### src/rtl/adaptor_types.sv
// Shared types for the cache-to-pmem adaptor path.
// Address/line widths and the arbiter state encoding.
package adaptor_types;

  localparam int ADDR_W        = 32;
  localparam int LINE_W        = 256;
  localparam int ARB_MAX_PORTS = 8;

  typedef logic [ADDR_W-1:0] addr_t;
  typedef logic [LINE_W-1:0] line_t;

  typedef enum logic [1:0] {
    IDLE = 2'd0,
    BUSY = 2'd1,
    DONE = 2'd2
  } arb_state_t;

endpackage

### src/rtl/mem_arbiter_n_pick.sv
// Combinational winner select for mem_arbiter_n.
// Fixed mode searches from 0, round-robin from ptr with wrap.
module arb_pick #(
  parameter int NUM_PORTS = 2,
  parameter int GRANT_W   = $clog2(NUM_PORTS)
) (
  input  logic [NUM_PORTS-1:0] req,
  input  logic [GRANT_W-1:0]   ptr,
  input  logic                 rr_mode,
  output logic [GRANT_W-1:0]   idx,
  output logic                 valid
);

  always_comb begin
    int base;
    int j;
    idx   = '0;
    valid = 1'b0;
    base  = rr_mode ? int'(ptr) : 0;
    j     = 0;
    // Walk from farthest to nearest so the closest hit wins.
    for (int i = NUM_PORTS-1; i >= 0; i--) begin
      j = base + i;
      if (j >= NUM_PORTS) j = j - NUM_PORTS;
      if (req[j[GRANT_W-1:0]]) begin
        idx   = j[GRANT_W-1:0];
        valid = 1'b1;
      end
    end
  end

endmodule

### src/rtl/mem_arbiter_n.sv
// N-port arbiter in front of the single pmem line port.
// Grants one requester, latches its operands, returns resp to owner.
module mem_arbiter_n
  import adaptor_types::*;
#(
  parameter int NUM_PORTS = 2,
  parameter bit RR_MODE   = 1'b0,
  parameter int GRANT_W   = $clog2(NUM_PORTS)
) (
  input  logic                             clk,
  input  logic                             rst,
  input  logic [NUM_PORTS-1:0][ADDR_W-1:0] port_address,
  input  logic [NUM_PORTS-1:0][LINE_W-1:0] port_wdata,
  input  logic [NUM_PORTS-1:0]             port_read,
  input  logic [NUM_PORTS-1:0]             port_write,
  output logic [NUM_PORTS-1:0][LINE_W-1:0] port_rdata,
  output logic [NUM_PORTS-1:0]             port_resp,
  output logic [ADDR_W-1:0]                pmem_address,
  output logic [LINE_W-1:0]                pmem_wdata,
  output logic                             pmem_read,
  output logic                             pmem_write,
  input  logic [LINE_W-1:0]                pmem_rdata,
  input  logic                             pmem_resp,
  output logic                             busy,
  output logic [GRANT_W-1:0]               grant_id
);

  arb_state_t           state;
  logic [GRANT_W-1:0]   ptr;
  logic [GRANT_W-1:0]   nxt_ptr;
  logic [NUM_PORTS-1:0] req;
  logic [GRANT_W-1:0]   pick_idx;
  logic                 pick_valid;

  assign req = port_read | port_write;

  arb_pick #(
    .NUM_PORTS (NUM_PORTS),
    .GRANT_W   (GRANT_W)
  ) u_pick (
    .req     (req),
    .ptr     (ptr),
    .rr_mode (RR_MODE),
    .idx     (pick_idx),
    .valid   (pick_valid)
  );

  assign nxt_ptr = (grant_id == GRANT_W'(NUM_PORTS-1))
                 ? '0 : grant_id + 1'b1;

  assign busy       = (state == BUSY);
  assign port_rdata = {NUM_PORTS{pmem_rdata}};

  always_comb begin
    port_resp = '0;
    if (state == BUSY && pmem_resp) port_resp[grant_id] = 1'b1;
  end

  // Pointer advances at completion so DONE already arbitrates from it.
  always_ff @(posedge clk or negedge rst) begin
    if (!rst) begin
      state        <= IDLE;
      ptr          <= '0;
      grant_id     <= '0;
      pmem_address <= '0;
      pmem_wdata   <= '0;
      pmem_read    <= 1'b0;
      pmem_write   <= 1'b0;
    end else begin
      unique case (state)
        IDLE, DONE: begin
          if (pick_valid) begin
            state        <= BUSY;
            grant_id     <= pick_idx;
            pmem_address <= port_address[pick_idx];
            pmem_wdata   <= port_wdata[pick_idx];
            pmem_write   <= port_write[pick_idx];
            pmem_read    <= ~port_write[pick_idx];
          end else begin
            state <= IDLE;
          end
        end
        BUSY: begin
          if (pmem_resp) begin
            state      <= DONE;
            pmem_read  <= 1'b0;
            pmem_write <= 1'b0;
            ptr        <= nxt_ptr;
          end
        end
        default: state <= IDLE;
      endcase
    end
  end

endmodule

### config.mk
export PLATFORM = sky130hd
export DESIGN_NAME = mem_arbiter_n
export DESIGN_NICKNAME = d
export VERILOG_FILES = /design/src/rtl/adaptor_types.sv /design/src/rtl/mem_arbiter_n_pick.sv /design/src/rtl/mem_arbiter_n.sv
export SDC_FILE = /design/constraint.sdc
export NUM_CORES = 1
export LEC_CHECK = 0
export BUFFER_PORTS_ARGS = -buffer_cell sky130_fd_sc_hd__buf_2
export CAP_MARGIN = 20
export CORE_AREA = 2 2 636 638
export DETAILED_ROUTE_END_ITERATION = 10
export DIE_AREA = 0 0 638 640
export PLACE_DENSITY_LB_ADDON = 0.08
export SKIP_CTS_REPAIR_TIMING = 1
export SLEW_MARGIN = 10
export SYNTH_ARGS = -nofsm -noshare
export SYNTH_HDL_FRONTEND = slang
export SYNTH_HIERARCHICAL = 1
export SYNTH_SLANG_ARGS = --single-unit
export TNS_END_PERCENT = 1
### constraint.sdc
create_clock -name clk -period 2.51 [get_ports clk]
set_input_delay 0.502 -clock clk [delete_from_list [all_inputs] [get_ports clk]]
set_output_delay 0.502 -clock clk [all_outputs]
set_load 0.005 [all_outputs]
== After elaboration in Yosys (flattened, before gate mapping) ==
Cells that the tools add are included.

* Mux-type cells: 20
* Eq/ne operators: 4
* Bitwise gates (word level): 2
* Reductions and logical operators: 7
* $lt $le $gt $ge: 3

{| class="wikitable"
|+ Operators with widths
! kind !! number
|-
| $mux W256 || 2
|-
| $mux W32 || 2
|-
| $mux W1 || 10
|-
| $lt A1 B2 Y1 const B || 2
|-
| $mux W2 || 2
|-
| $ne A2 B2 Y1 const B || 2
|-
| $pmux W1 S2 || 2
|-
| $pmux W2 S2 || 1
|-
| $reduce_and A3 Y1 || 1
|-
| $eq A2 B1 Y1 const B || 1
|-
| $eq A2 B2 Y1 const B || 1
|-
| $logic_and A1 B1 Y1 || 2
|-
| $logic_not A2 Y1 || 1
|-
| $or A2 B2 Y2 || 1
|-
| $reduce_and A2 Y1 || 1
|-
| $reduce_bool A2 Y1 || 1
|-
| $reduce_or A2 Y1 || 1
|-
| $demux W1 S1 || 1
|-
| $ge A1 B1 Y1 const B || 1
|-
| $not A1 Y1 || 1
|}

* Input port bits: 839
* Bits in registers: 293
* Word-level logic and storage cells: 42

== Depth between registers and ports, before layout ==
Gate-level depths: netlist (run 1).

* Depth in word-level cells: 8
* Gate-level depth with buffers: 8
* Depth with buffers taken out: 5

== By module ==
Netlist (run 1), hierarchy kept.

{| class="wikitable"
|+ By module, submodules not included
! module !! instances !! area each (µm²) !! sequential area each (µm²) !! cells an instance
|-
| mem_arbiter_n || 1 || 17,352.9 || 7,357.1 || 1,784
|-
| arb_pick || 1 || 17.5 || 0.0 || 3
|}

== Worst setup path after synthesis (run 1) ==
Ideal clock, no wire load.

* Kind: input to register
* Start: in port_write[0]
* End: reg pmem_write
* Buffers on the path: 2
* Setup slack: 634 ps
* Stages on the path: 6
* Arrival: 1,748 ps
* Path through: or2_2 or2_1 nand2b_4 buf_6 buf_2 mux2_1

{| class="wikitable"
|+ RTL lines
! what !! line !! RTL
|-
| start: declaration || mem_arbiter_n.sv:15 || <nowiki>input logic [NUM_PORTS-1:0] port_write,</nowiki>
|-
| $or A2 B2 Y2 || mem_arbiter_n.sv:35 || <nowiki>assign req = port_read | port_write;</nowiki>
|-
| $mux W1 || mem_arbiter_n_pick.sv:25 || <nowiki>if (req[j[GRANT_W-1:0]]) begin</nowiki>
|-
| named net pick_valid || mem_arbiter_n.sv:33 || <nowiki>logic pick_valid;</nowiki>
|-
| $ne A2 B2 Y1 (no line) || n/a ||
|-
| $reduce_and A3 Y1 (no line) || n/a ||
|-
| end signal: assignment || mem_arbiter_n.sv:77 || <nowiki>pmem_write <= port_write[pick_idx];</nowiki>
|-
| end: declaration || mem_arbiter_n.sv:21 || <nowiki>output logic pmem_write,</nowiki>
|}

The timed path passes the listed nets, and every way through them passes these cells. The select of a mux whose other input is x is not followed.
A chain may end at the register's enable or synchronous reset.

== Worst setup path in the final report (run 1) ==
* Start: reg state[1]
* End: out port_resp[1]

* Cells in the longest elaborated chain, start to end: 3

{| class="wikitable"
|+ RTL lines
! what !! line !! RTL
|-
| start: declaration || mem_arbiter_n.sv:28 || <nowiki>arb_state_t state;</nowiki>
|-
| start signal: assignment || mem_arbiter_n.sv:62 || <nowiki>state <= IDLE;</nowiki>
|-
| start signal: assignment || mem_arbiter_n.sv:73 || <nowiki>state <= BUSY;</nowiki>
|-
| start signal: assignment || mem_arbiter_n.sv:80 || <nowiki>state <= IDLE;</nowiki>
|-
| $eq A2 B1 Y1 || mem_arbiter_n.sv:56 || <nowiki>if (state == BUSY && pmem_resp) port_resp[grant_id] = 1'b1;</nowiki>
|-
| $logic_and A1 B1 Y1 || mem_arbiter_n.sv:56 ||
|-
| $mux W2 || mem_arbiter_n.sv:56 ||
|-
| end: declaration || mem_arbiter_n.sv:17 || <nowiki>output logic [NUM_PORTS-1:0] port_resp,</nowiki>
|}

Every way passes these cells.

==> impl_metrics.ini, run 1 <==
[status]
status = finished clean

[critical_path]
crit_type = flip-flop to output port
timing.rr.end = pmem_wdata[190]$_DFFE_PN0P_
worstPathArrival_ns = 1.77
worstRegToRegCells = 5
worstPathRequired_ns = 2.01
r2r-start = state[0]$_DFFE_PN0P_
start_kind = flip-flop
end_kind = output port
crit_fanout = 2
regToRegSetupSlack_ns = 1.06

[drt]
first_iter_violations = 558
routed_via_density = 1.917
antenna_left = 0
totalWireLength_um = 158400
wl_per_cell_um = 20.86
drcViolationCount = 0
vias = 14560
dr.pass1.iters = 5

[grt]
antenna_found_initial = 169
grt_max_degree = 57
grt-ovfl-total = 0
grt_pass1_wl_um = 192000
grtUsageTotal = 0.07499
grt_pass1_vias = 15140

[clock_network]
cts_max_level = 2
clkSinkCount = 294
path_clk_slew_ns = 0.06
clk_path_buf_depth = 3
cts_tree = built
clk_latency_ns = 0.74
cts_root_buffer = clkbuf_16
tritoncts.num_buffers = 55

[die]
die_w_um = 638
io_pins = 1645
start_util = 0.04327
die_area_um2 = 408300
row_count = 233
die_y_um = 640
core_um2 = 401400

[finish]
final_cells = 7596
fillers = 47150
area_delta_synth_final_pct = 57.47
multi_input_area_um2 = 5558
final_layout_size_suffix_gt1_frac = 0.4617
seqCellArea_um2 = 7357
layout.nets = 3081

[yosys]
yosysUniqueCellTypes = 23
synth-seq-cells = 294
synthFlopType = dfrtp_1
syn_avg_cell_area_um2 = 9.720
yosys_warnings = 6
ys_seq_area_frac = 0.4235
synth-edff-count = 0
synthArstFlopShare = 1.000
synth_top_area_share = 0.4235
yosys-top-cells-count = buf_4 (535), dfrtp_1 (294), o21ai_1 (290)
synthTopCellsByArea = dfrtp_1 (42%), buf_4 (23%), mux2i_1 (17%)
syn_nets = 2626
synth.most_common_cell = buf_4
yosysTopAreaCell = dfrtp_1
syn_inst = 1787
synth.cell_area_um2 = 17370

[timing]
period_share = 0.9047
worst_pin_slew_ns = 0.7938
clock.fmax_ghz = 0.4404
finalSetupViolations = 0
relSlewSlack = 0.4557
finalCriticalPeriod_ns = 2.271
finClkSkew_ns = 0.05320
finalHoldViolations = 0
slew_viol_final = 0
rsz0062_at_grt = no

[flow_run]
cap_violations = 0

[power]
total_leakage_power_nw = 11.14
powerDensity_nw_per_um2 = 1052
peakVddDrop_mv = 0.5363
p_total_w = 0.02878

[placement]
place.detailed.hpwl_um = 138100
dp.cells = 7425
portBuffers = 876
gp_congestion = 0.7307

[hold_path]
whs_endpoint = pmem_wdata[221]$_DFFE_PN0P_
hold_class = input pin to flip-flop
holdPathStages = 3
min_from = port_wdata[221]
layout make-up:
class,count,area share
sequential,294,0.2690
tap,5287,0.2418
timing repair buffer,1006,0.2143
multi-input combinational,883,0.2032
clock buffer,79,0.05873
clock inverter,23,0.01066
antenna,22,0.002013
inverter,2,0.0002744
logic make-up (layout without fill, tap and decap cells):
group / count (synthesis) / in the layout / share of synthesized area
AOI/OAI and AO/OA: 292 / 292 / 0.08442
buffers and inverters: 610 / 1110 / 0.2576
DFF: 294 / 294 / 0.4235
muxes: 291 / 291 / 0.1679
other: 1 / 23 / 0.0002159
and+or+nand+nor: 299 / 299 / 0.06634
cells in the final DEF, fill, tap and decap left out, types with 2 or more instances in the layout:
| master | count |
|---|---|
| clkinv_4 | 4 |
| mux2_1 | 3 |
| clkbuf_8 | 14 |
| inv_1 | 2 |
| inv_16 | 2 |
| buf_12 | 30 |
| or2_2 | 2 |
| dlygate4sd3_1 | 47 |
| diode_2 | 22 |
| bufinv_16 | 5 |
| buf_4 | 53 |
| o21ai_1 | 290 |
| buf_2 | 875 |
| nand2_1 | 289 |
| clkbuf_16 | 55 |
| dfrtp_1 | 294 |
| clkbuf_1 | 10 |
| clkinv_2 | 10 |
| mux2i_1 | 288 |
flip-flops by register name (all words and copies together) (netlist names):
signal,flops
pmem_address,32
grant_id,1
pmem_write,1
pmem_wdata,256
state,2
pmem_read,1
ptr,1
worst max path at each step:
| stage | startpoint | to | slack, ns | cells after the start |
|---|---|---|---|---|
| after floorplan | port_write[0] | pmem_write$_DFFE_PN0P_ | 0.63 | 6 |
| after global placement | port_read[0] | pmem_wdata[162]$_DFFE_PN0P_ | -0.21 | 8 |
| after detailed placement | port_read[0] | pmem_wdata[164]$_DFFE_PN0P_ | -0.16 | 8 |
| after CTS | state[1]$_DFFE_PN0P_ | port_resp[0] | -0.26 | 3 |
| after global routing | state[1]$_DFFE_PN0P_ | port_resp[1] | 0.04 | 4 |
| final | state[1]$_DFFE_PN0P_ | port_resp[1] | 0.24 | 4 |
power by group:
group          leakage (nW)  internal, W  switching (W)
registers              3.59      0.00711        0.00169
clock network         0.941      0.00495        0.00343
logic                  6.60      0.00451        0.00709
total                  11.1       0.0166         0.0122
through the flow:
stage	cell area [µm²]	util	hold WS (ns)	setup slack, ns	TNS [ns]
after detailed placement	24920	0.06208	0.4712	-0.1649	-0.7206
final	27350	0.06814	0.03106	0.2392	0
after CTS	26820	0.06681	-0.3879	-0.2568	-0.2568
after floorplan	17370	-	0.2064	0.6344	0
after global placement	24920	0.06208	0.4649	-0.2127	-0.7342
after global routing	27300	0.06801	0.0002481	0.03790	0
critical path, stage by stage (launching register included):
cell and delay (ns):
dfrtp_1 0.36, nand2b_1 0.17, inv_1 0.09, and3_1 0.16, buf_2 0.24
layer usage:
metal | routed length (µm) | track usage | vias up
li1 | - | - | 6392
met1 | 57040 | 0.07882 | 6565
met2 | 74020 | 0.1239 | 1026
met3 | 21250 | 0.04622 | 491
met4 | 5542 | 0.02208 | 88
met5 | 571 | 0.0004726 | -
Power figures use the tool's default switching activity.
==> run 2, diff against run 1 <==
Settings changed: SETUP_SLACK_MARGIN from default to 0.5.
==> run 2 against run 1 <==
Via count grew 0.12%. Global-route usage unchanged. Worst hold slack hardly changed.
==> impl_metrics.ini, run 2 (synthesized netlist as in run 1, its figures left out) <==
[drt]
antenna_left = 0
totalWireLength_um = 158400
first_iter_violations = 529
routed_via_density = 1.920
vias = 14580
dr.pass1.iters = 5
wl_per_cell_um = 20.86
drcViolationCount = 0

[finish]
top_regs = pmem_wdata (256), pmem_address (32), state (2)
final_cell_mix = buf_2 (873), dfrtp_1 (294), o21ai_1 (290)
final_layout_size_suffix_gt1_frac = 0.4620
final_common_cell = buf_2
area_delta_synth_final_pct = 57.56
layout.nets = 3082
top_register = pmem_wdata
fillers = 47150
largest_reg_flops = 256
multi_input_area_um2 = 5558
seqCellArea_um2 = 7357

[status]
status = finished clean

[timing]
relSlewSlack = 0.4464
clock.fmax_ghz = 0.4516
finalHoldViolations = 0
worst_pin_slew_ns = 0.8073
slew_viol_final = 0
finalSetupViolations = 0
finClkSkew_ns = 0.05324
whs_ns = 0.03095
rsz0062_at_grt = yes
finalCriticalPeriod_ns = 2.215
period_share = 0.8823

[grt]
grt_pass1_vias = 15140
grt-ovfl-total = 0
grt_max_degree = 57
grtUsageTotal = 0.07499
antenna_found_initial = 169
grt_pass1_wl_um = 192000

[critical_path]
crit_chain = nand3b_1 > nor2_4 > buf_6
r2r-start = state[1]$_DFFE_PN0P_
crit_type = flip-flop to output port
cp_slowest_cell = dfrtp_1
regToRegSetupSlack_ns = 1.07
worstPathRequired_ns = 2.01
end_kind = output port
slowest_delay_ns = 0.37
start_kind = flip-flop
cp_top_family = simple AND/OR/NAND/NOR gates
timing.rr.end = pmem_write$_DFFE_PN0P_
path_buf_inv = 1
worstRegToRegCells = 5
worstPathArrival_ns = 1.71
crit_fanout = 2

[placement]
place.detailed.hpwl_um = 138100
portBuffers = 876
gp_congestion = 0.7307

[clock_network]
cts_max_level = 2
path_clk_slew_ns = 0.06
tritoncts.num_buffers = 55
cts_root_buffer = clkbuf_16
cts_tree = built
clk_latency_ns = 0.74
clk_path_buf_depth = 3
clkSinkCount = 294

[power]
p_seq_frac = 0.305
p_int_w = 0.01658
peakVddDrop_mv = 0.5369
clock_power_share = 0.291
total_leakage_power_nw = 11.14
switching_power_w = 0.01220
p_total_w = 0.02878
switching_share = 0.4240
power_frac_comb = 0.403
powerDensity_nw_per_um2 = 1051

[hold_path]
hold_class = input pin to flip-flop
whs_endpoint = pmem_wdata[221]$_DFFE_PN0P_
min_from = port_wdata[221]
holdPathStages = 3

[die]
die_y_um = 640
core_um2 = 401400
die_area_um2 = 408300
start_util = 0.04327
row_count = 233
io_pins = 1645
die_w_um = 638

[flow_run]
cap_violations = 0
run 2: power by group through the flow:
| stage | combinational, W | sequential, W | clock [W] |
|---|---|---|---|
| after floorplan | 0.00538 | 0.00854 | 0 |
| after global routing | 0.0132 | 0.00915 | 0.00909 |
| after detailed placement | 0.0125 | 0.00891 | 0 |
| final | 0.0116 | 0.00879 | 0.00837 |
| after global placement | 0.0125 | 0.00895 | 0 |
| after CTS | 0.0125 | 0.00888 | 0.00903 |
run 2: worst max path at each step:
stage	from	to	slack [ns]	cells after the start
detailed placement	port_read[0]	pmem_wdata[164]$_DFFE_PN0P_	-0.16	8
floorplan	port_write[0]	pmem_write$_DFFE_PN0P_	0.63	6
global placement	port_read[0]	pmem_wdata[162]$_DFFE_PN0P_	-0.21	8
global route	state[1]$_DFFE_PN0P_	port_resp[0]	0.12	3
CTS	state[1]$_DFFE_PN0P_	port_resp[0]	-0.26	3
finish	state[1]$_DFFE_PN0P_	port_resp[0]	0.30	3
run 2: area by class of cell:
| class | instances | share of cell area |
|---|---|---|
| flip-flops and latches | 294 | 0.2688 |
| well taps | 5287 | 0.2417 |
| repair buffers | 1007 | 0.2150 |
| multi-input cells | 883 | 0.2031 |
| clock buffers | 79 | 0.05870 |
| clock inverters | 23 | 0.01065 |
| diodes | 20 | 0.001829 |
| inverters | 2 | 0.0002743 |
run 2: worst min-delay path: cells and delay by family:
family / cells / cell delay (ns)
mux: 1 / 0.06
buf+inv: 1 / 0.08
compound gates: 1 / 0.10
run 2: per-stage QoR:
stage | area, µm² | setup WS [ns] | instances | utilization | setup TNS (ns)
detailed placement | 24920 | -0.1649 | 7425 | 0.06208 | -0.7206
floorplan | 17370 | 0.6344 | 1787 | - | 0
global route | 27320 | 0.1198 | 7575 | 0.06805 | 0
CTS | 26820 | -0.2568 | 7527 | 0.06681 | -0.2568
finish | 27370 | 0.2955 | 7595 | 0.06818 | 0
global placement | 24920 | -0.2127 | 7425 | 0.06208 | -0.7342
run 2: per-layer routing:
layer / wire (µm) / up-vias / global-route usage / share of wire
met3: 20680 / 496 / 0.04622 / 0.13
met2: 74040 / 1022 / 0.1239 / 0.47
met4: 5537 / 88 / 0.02208 / 0.035
met5: 571 / - / 0.0004726 / 0.0036
met1: 57590 / 6583 / 0.07882 / 0.36
li1: - / 6391 / - / -
==> run 3, diff against run 2 <==
Settings changed: CORE_AREA 2 2 636 638 to 2 2 642 644, DIE_AREA 0 0 638 640 to 0 0 644 646.
Clock period 2.51 ns to 2.3 ns, I/O delays scaled along.
==> run 3 against run 2 <==
Global-route usage is 0.066 points higher. Die area is 1.9% higher. Cell count is 3.1% higher. Clock power is 1% higher. Via count is 1.7% higher. Combinational power is 14% higher. Worst hold slack better by 0.0019 ns. Critical path type unchanged. Largest cell class unchanged. Highest routed layer unchanged.
==> impl_metrics.ini, run 3 (synthesized netlist as in run 1, its figures left out) <==
[drt]
drcViolationCount = 0
vias = 14830
totalWireLength_um = 162600
antenna_left = 0
dr.pass1.iters = 5
wl_per_cell_um = 20.76
first_iter_violations = 526
routed_via_density = 1.893

[finish]
largest_reg_flops = 256
fillers = 48280
post-route-util = 0.06907
area_delta_synth_final_pct = 62.52
seqCellArea_um2 = 7358
top_regs = pmem_wdata (256), pmem_address (32), state (2)
multi_input_area_um2 = 5565
layout.nets = 3158
final_cell_mix = buf_2 (872), dfrtp_1 (293), o21ai_1 (290)
final_layout_size_suffix_gt1_frac = 0.4602
final_common_cell = buf_2
top_register = pmem_wdata

[power]
total_leakage_power_nw = 11.44
peakVddDrop_mv = 0.5530
clock_power_share = 0.271
p_seq_frac = 0.306
switching_share = 0.4164
powerDensity_nw_per_um2 = 1109
switching_power_w = 0.01303
power_frac_comb = 0.423
p_int_w = 0.01827

[flow_run]
cap_violations = 0

[timing]
finClkSkew_ns = 0.03680
worst_pin_slew_ns = 0.7362
slew_viol_final = 0
relSlewSlack = 0.5092
setup_tns_ns = 0
finalSetupViolations = 0
finalHoldViolations = 0
period_share = 0.8786
finalCriticalPeriod_ns = 2.021
clock.fmax_ghz = 0.4948
rsz0062_at_grt = yes

[grt]
grt_pass1_wl_um = 197900
grtUsageTotal = 0.07564
grt_max_degree = 55
grt-ovfl-total = 0
antenna_found_initial = 174
grt_pass1_vias = 15350

[clock_network]
clkSinkCount = 294
tritoncts.num_buffers = 52
cts_root_buffer = clkbuf_16
path_clk_slew_ns = 0.06
cts_tree = built
cts_max_level = 2
clk_latency_ns = 0.70
clk_path_buf_depth = 3

[placement]
gp_congestion = 0.7494
place.detailed.hpwl_um = 143700
portBuffers = 876

[status]
status = finished clean

[critical_path]
worstPathRequired_ns = 1.84
crit_fanout = 2
end_kind = output port
crit_type = flip-flop to output port
start_kind = flip-flop
worstPathArrival_ns = 1.56

[die]
die_y_um = 646
start_util = 0.04250
die_area_um2 = 416000
row_count = 235
io_pins = 1645
die_w_um = 644
core_um2 = 408700

[hold_path]
hold_class = input pin to flip-flop
run 3: cell types whose count changed in the layout (fill, tap and decap cells not counted), sizes merged:
cell         previous run  this run
clkbuf                 79        83
buf                   960       998
inv                     5         4
dlygate4sd3            47        87
bufinv                  5         4
clkinv                 14         6
diode                  20        23
run 3: layout make-up:
type | count | area share
clock buffers | 82 | 0.05469
flip-flops and latches | 294 | 0.2607
multi-input cells | 883 | 0.1971
well taps | 5451 | 0.2416
clock inverters | 13 | 0.007136
diodes | 23 | 0.002039
inverters | 2 | 0.0002659
repair buffers | 1086 | 0.2365
run 3: worst max-delay path, cell delays in order, from the launching register on:
cell and delay [ns]:
dfrtp_1 0.37, nand3b_1 0.20, nor2_2 0.14, buf_4 0.15
run 3: power by group through the flow:
| stage | Sequential (W) | Combinational (W) | Clock [W] |
|---|---|---|---|
| finish | 0.00958 | 0.0132 | 0.00849 |
| global route | 0.0100 | 0.0150 | 0.00925 |
| CTS | 0.00974 | 0.0141 | 0.00911 |
| detailed placement | 0.00978 | 0.0140 | 0 |
| global placement | 0.00982 | 0.0141 | 0 |
| floorplan | 0.00932 | 0.00588 | 0 |
run 3: final timing paths:
kind | from | to | slack, ns | cells past startpoint
worst max-delay path | state[1]$_DFFE_PN0P_ | port_resp[0] | 0.28 | 3
worst min-delay path | port_wdata[214] | pmem_wdata[214]$_DFFE_PN0P_ | 0.03 | 3
worst max register to register | state[0]$_DFFE_PN0P_ | pmem_wdata[100]$_DFFE_PN0P_ | 0.69 | 7
worst min register to register | pmem_wdata[124]$_DFFE_PN0P_ | pmem_wdata[124]$_DFFE_PN0P_ | 0.48 | 2
max in group asynchronous | rst | pmem_wdata[71]$_DFFE_PN0P_ | 1.18 | 3
min in group asynchronous | rst | pmem_wdata[183]$_DFFE_PN0P_ | 0.37 | 2
run 3: metrics by stage:
step | std cells | power (W) | hold WS (ns) | cell area [µm²] | setup WS, ns
after global routing | 7818 | 0.03425 | 0.0001749 | 28190 | 0.1423
final | 7834 | 0.03130 | 0.03286 | 28230 | 0.2791
after detailed placement | 7626 | 0.02383 | 0.4701 | 25510 | -0.3215
after global placement | 7626 | 0.02392 | 0.4672 | 25510 | -0.3067
after CTS | 7721 | 0.03292 | -0.3056 | 27250 | -0.2505
after floorplan | 1787 | 0.01520 | 0.1644 | 17370 | 0.5069
run 3: per-layer routing:
metal	wire length, µm	up-vias	part of all wire	GRT usage
li1	-	6534	-	-
met1	58770	6606	0.36	0.07849
met2	77200	1103	0.47	0.1279
met3	20020	505	0.12	0.04342
met4	6053	78	0.037	0.02408
met5	573	-	0.0035	0.001850
